==> config.mk <==
export PLATFORM = sky130hd
export DESIGN_NAME = wb_sat_merge_pipe
export DESIGN_NICKNAME = d
export VERILOG_FILES = /design/src/rtl/wb_pkg.sv /design/src/rtl/wb_sat_lane.sv /design/src/rtl/wb_sat_merge_pipe.sv
export SDC_FILE = /design/constraint.sdc
export NUM_CORES = 1
export LEC_CHECK = 0
export ABC_AREA = 1
export CAP_MARGIN = 20
export CORE_ASPECT_RATIO = 1.25
export CORE_MARGIN = 2
export CORE_UTILIZATION = 46
export DETAILED_ROUTE_END_ITERATION = 16
export GPL_ROUTABILITY_DRIVEN = 0
export GPL_TIMING_DRIVEN = 1
export HOLD_SLACK_MARGIN = 0.15
export PLACE_DENSITY = 0.77
export SYNTH_ARGS = -nofsm -noshare
export SYNTH_HDL_FRONTEND = slang
export SYNTH_HIERARCHICAL = 1
export SYNTH_SLANG_ARGS = --single-unit
==> constraint.sdc <==
create_clock -name clk -period 7 [get_ports clk]
set_input_delay 1.4 -clock clk [delete_from_list [all_inputs] [get_ports clk]]
set_output_delay 1.4 -clock clk [all_outputs]
set_load 0.02 [all_outputs]
==> src/rtl/wb_pkg.sv <==
// Shared constants and mode encodings for the writeback saturate/merge path.
package wb_pkg;

    localparam logic [31:0] FP_ONE     = 32'h3F80_0000;
    localparam logic [31:0] FP_NEG_ONE = 32'hBF80_0000;
    localparam logic [7:0]  FP_EXP_ONE = 8'h7F;
    localparam logic [7:0]  FP_EXP_MAX = 8'hFF;

    typedef enum logic [1:0] {
        SAT_NONE  = 2'd0,
        SAT_UNIT  = 2'd1,
        SAT_SNORM = 2'd2,
        SAT_RSVD  = 2'd3
    } sat_mode_e;

endpackage

==> src/rtl/wb_sat_lane.sv <==
// One FP32 lane: saturation by mode, write-mask gating, saturation flag.
module wb_sat_lane
    import wb_pkg::*;
(
    input  logic [31:0] x_i,
    input  logic [1:0]  mode_i,
    input  logic        mask_i,
    output logic [31:0] y_o,
    output logic        sat_o
);

    logic        s;
    logic [7:0]  e;
    logic [22:0] m;
    logic        is_nan;
    logic [31:0] fx;

    assign s      = x_i[31];
    assign e      = x_i[30:23];
    assign m      = x_i[22:0];
    assign is_nan = (e == FP_EXP_MAX) && (m != 23'd0);

    // Saturated value before masking; exponent >= bias means |x| >= 1.0 or Inf.
    always_comb begin
        fx = x_i;
        case (sat_mode_e'(mode_i))
            SAT_UNIT: begin
                if (is_nan || s)         fx = 32'h0;
                else if (e >= FP_EXP_ONE) fx = FP_ONE;
            end
            SAT_SNORM: begin
                if (is_nan)               fx = 32'h0;
                else if (e >= FP_EXP_ONE) fx = s ? FP_NEG_ONE : FP_ONE;
            end
            default: ;
        endcase
    end

    // Masked lanes write zero and never report saturation.
    assign y_o   = mask_i ? fx : 32'h0;
    assign sat_o = mask_i && (fx != x_i);

endmodule

==> src/rtl/wb_sat_merge_pipe.sv <==
// Writeback saturate/merge stage: per-lane saturation, one output register
// with valid/ready handshake, and a saturating count of saturated lanes.
module wb_sat_merge_pipe
    import wb_pkg::*;
#(
    parameter int LANES  = 4,
    parameter int ADDR_W = 5,
    parameter int CNT_W  = 16
) (
    input  logic                  clk,
    input  logic                  rst,
    input  logic                  in_valid,
    output logic                  in_ready,
    input  logic [1:0]            in_mode,
    input  logic [LANES-1:0]      in_mask,
    input  logic [ADDR_W-1:0]     in_rd,
    input  logic [32*LANES-1:0]   in_data,
    output logic                  out_valid,
    input  logic                  out_ready,
    output logic [32*LANES-1:0]   out_data,
    output logic [LANES-1:0]      out_mask,
    output logic [ADDR_W-1:0]     out_rd,
    output logic [LANES-1:0]      out_sat,
    input  logic                  cnt_clr,
    output logic [CNT_W-1:0]      sat_cnt
);

    localparam int PW = $clog2(LANES + 1);

    logic [LANES-1:0][31:0] lane_y;
    logic [LANES-1:0]       lane_sat;
    logic [PW-1:0]          pop;
    logic [CNT_W+PW-1:0]    cnt_sum;
    logic                   accept;

    logic                   valid_q, valid_d;
    logic [32*LANES-1:0]    data_q,  data_d;
    logic [LANES-1:0]       mask_q,  mask_d;
    logic [ADDR_W-1:0]      rd_q,    rd_d;
    logic [LANES-1:0]       sat_q,   sat_d;
    logic [CNT_W-1:0]       cnt_q,   cnt_d;

    for (genvar i = 0; i < LANES; i++) begin : g_lane
        wb_sat_lane u_lane (
            .x_i    (in_data[32*i +: 32]),
            .mode_i (in_mode),
            .mask_i (in_mask[i]),
            .y_o    (lane_y[i]),
            .sat_o  (lane_sat[i])
        );
    end

    // Register is free when empty or being drained this cycle.
    assign in_ready = !valid_q || out_ready;
    assign accept   = in_valid && in_ready;

    // Number of saturated lanes in the incoming beat.
    always_comb begin
        pop = '0;
        for (int i = 0; i < LANES; i++) pop = pop + PW'(lane_sat[i]);
    end

    assign cnt_sum = {{PW{1'b0}}, cnt_q} + (CNT_W+PW)'(pop);

    // Next state: load on accept, drop valid on drain, counter saturates.
    always_comb begin
        valid_d = valid_q;
        data_d  = data_q;
        mask_d  = mask_q;
        rd_d    = rd_q;
        sat_d   = sat_q;
        cnt_d   = cnt_q;
        if (accept) begin
            valid_d = 1'b1;
            data_d  = lane_y;
            mask_d  = in_mask;
            rd_d    = in_rd;
            sat_d   = lane_sat;
        end else if (out_ready) begin
            valid_d = 1'b0;
        end
        if (cnt_clr)
            cnt_d = '0;
        else if (accept)
            cnt_d = (cnt_sum[CNT_W+PW-1:CNT_W] != '0) ? '1 : cnt_sum[CNT_W-1:0];
    end

    // Output register and counter state.
    always_ff @(posedge clk or posedge rst) begin
        if (rst) begin
            valid_q <= 1'b0;
            data_q  <= '0;
            mask_q  <= '0;
            rd_q    <= '0;
            sat_q   <= '0;
            cnt_q   <= '0;
        end else begin
            valid_q <= valid_d;
            data_q  <= data_d;
            mask_q  <= mask_d;
            rd_q    <= rd_d;
            sat_q   <= sat_d;
            cnt_q   <= cnt_d;
        end
    end

    assign out_valid = valid_q;
    assign out_data  = data_q;
    assign out_mask  = mask_q;
    assign out_rd    = rd_q;
    assign out_sat   = sat_q;
    assign sat_cnt   = cnt_q;

endmodule

==> metrics.cfg <==
[run_status]
status = finished, final reports clean

[die]
core_sq_mm = 0.0187
initial_utilization = 0.467
dieArea_sq_mm = 0.0201
rows = 56
die_h_um = 158
dieWidth_um = 127
io_pins = 303

[placement]
dpl.hpwl_mm = 18.5
postPlaceCellArea_sq_mm = 0.0118
io_buffers = 302

[clocking]
htree_levels = 4
post_cts_buffers = 0
clk_path_buf_depth = 2
root_buffer = clkbuf_16
cts_buffers = 17
ctsHoldBuffers = 0
ctsResizeCount = 0
clkTransAtPathRegs_ns = 0.06
cts.sinks = 158
clk_latency_ns = 0.43
cts_tree = built

[critical_path]
reg2reg_to = sat_cnt[3]
critPathKind = in -> reg
cp-end-kind = register
critPathRequiredTime_ns = 7.34
critPathMaxStageDelay_ns = 0.70
path_buf_inv = 5
cp_max_fo = 9
cp.arrival_ns = 5.24
rr_startpoint = sat_cnt[0]
cp-start-kind = input port
r2r_slack_ns = 4.40
crit_chain = clkdlybuf4s50_1, inv_1, ha_1, clkinv_1, nand3_1, nand3_1, nor2_1, nor2_1, fa_1, inv_1, fa_1, inv_1, fa_1, nand2_2, nor2_2, nand2_2, nor2_4, o21ai_0, o21ai_0
critPathTopFamily = adder cells
cpMaxStageDelayCell = clkdlybuf4s50_1
crit_end = sat_cnt[3]
r2r_cells = 11
path_depth = 19
startpoint = in_mode[0]

[finish]
area.growth.synth_to_final_pct = 42.4
finalInstanceArea_sq_mm = 0.0124
final_layout_size_suffix_gt1_frac = 0.0587
num-nets-final = 1694
diodes = 0

[synthesis]
yosys_most_used_dff = dfrtp_1
synth_most_common_cell = nand2_1
synth_area_leaders = dfrtp_1 45%, nand2_1 27%, nor2_1 6.9%, inv_1 3.4%, nand3_1 2.1%
yosysWarnings = 6
synth_area_leader_cell = dfrtp_1
ys_seq_area_frac = 0.453
synth.distinct_cells = 31
synth-edff-count = 0
synth-seq-cells = 158
netlist_instances = 1262
avgSynthCellArea_sq_um = 6.92
synthArstFlopShare = 1.00
synthTopCellsByCount = 630 x nand2_1, 160 x nor2_1, 158 x dfrtp_1
synth_nets = 1418
synth_area_sq_mm = 0.00873
synth_top_area_share = 0.453

[min_path]
hold_path.class = reg -> reg
hold_depth = 2

[route]
vias = 8786
dr.first_iter.drc_count = 515
drc = 0
viasPerCell = 4.93
wl_per_cell_um = 14.4
first_pass_iters = 5
ant_nets = 0
drt-total-wl_mm = 25.7

[power_and_ir_drop]
p_leak_nw = 6.23
ir_drop_uv = 151
powerDensity_mw_per_mm2 = 219

[timing]
tns_ns = 0
finalSetupViolations = 0
finalCritPeriodShare = 0.700
clock.fmax_mhz = 204
fin_worst_skew_ns = 0.00993
rsz0062_at_grt = no
hold_viol = 0
slew_violations = 0
relSlewSlack = 0.350
tightest_slew_ns = 0.972
post-route-min-period_ns = 4.90

[global_route]
global_route.usage.met3 = 0.0656
grt_max_degree = 90
antenna_found_initial = 0
track_usage = 0.260
busiest_layer = met2
met2_usage = 0.440
globalRouteMet1Util = 0.324
grt_pass1_vias = 8391
grt_overflow = 0
grt_pass1_wl_mm = 41.6

[run]
maxCapViolCount = 0

[worst min path at each step]
stage,from,end,slack (ns)
floorplan,out_data[100],out_data[100],0.58
global placement,out_data[58],out_data[58],0.45
detailed placement,out_mask[1],out_mask[1],0.46
CTS,out_mask[1],out_mask[1],0.47
global route,out_mask[1],out_mask[1],0.48
finish,out_data[34],out_data[34],0.47
[sequential cells by signal, summed over array words and instances (netlist names)]
register and flops:
out_mask 4, out_valid 1, out_rd 5, out_data 128, sat_cnt 16, out_sat 4
[layout make-up]
cell class,instances,area [sq um]
multi-input cells,965,4170
fillers,1665,6270
clock buffers,21,470
well taps,232,290
inverters,90,345
repair buffers,306,3050
flip-flops and latches,158,3950
clock inverters,11,155
[cells in the final DEF (no fill, tap or decap), types with 6 or more instances in the layout]
| cell type | instances |
|---|---|
| nand2_2 | 10 |
| o21ai_0 | 6 |
| nand2_1 | 630 |
| a21oi_1 | 34 |
| clkdlybuf4s50_1 | 302 |
| clkbuf_16 | 17 |
| inv_2 | 6 |
| o21ai_1 | 7 |
| nand3_1 | 37 |
| nor2_2 | 19 |
| inv_1 | 78 |
| dfrtp_1 | 158 |
| ha_1 | 9 |
| nor2_1 | 160 |
| nand4_1 | 9 |
| nor3_1 | 13 |
[logic make-up (layout without fill, tap and decap cells)]
logic type	count (synthesis)	in the layout	share of synthesized area
buf+inv	139	428	0.0701
flops	158	158	0.453
compound gates	61	61	0.0457
fa+ha+maj	12	12	0.0198
simple gates	889	889	0.409
xor+xnor	3	3	0.00301
[per-layer routing]
metal | up-vias | wire [um]
met4 | 0 | 646
met2 | 289 | 12700
li1 | 4397 | -
met1 | 4062 | 10600
met3 | 38 | 1850
met5 | - | 0
[tightest hold or removal path, delay by kind of cell, from the launching register on]
family / cells / cell delay (ns)
flops: 1 / 0.34
simple gates: 2 / 0.09
[where the power goes]
group          total (W)  switching, W  internal, W
combinational   0.000692      0.000391     0.000301
clock           0.000980      0.000386     0.000595
sequential       0.00105     0.0000498     0.000998
total            0.00272      0.000826      0.00189
[through the flow]
| step | std cells | hold WS (ns) | util | power [W] | setup WS [ns] |
|---|---|---|---|---|---|
| after floorplan | 1262 | 0.582 | - | 0.00142 | 1.34 |
| after global placement | 1751 | 0.453 | 0.631 | 0.00175 | 1.86 |
| after detailed placement | 1751 | 0.457 | 0.631 | 0.00176 | 1.74 |
| after CTS | 1783 | 0.472 | 0.665 | 0.00274 | 2.16 |
| after global routing | 1783 | 0.484 | 0.665 | 0.00285 | 1.82 |
| final | 1783 | 0.466 | 0.665 | 0.00272 | 2.10 |
Note: power is estimated with default switching activity, not from simulation.
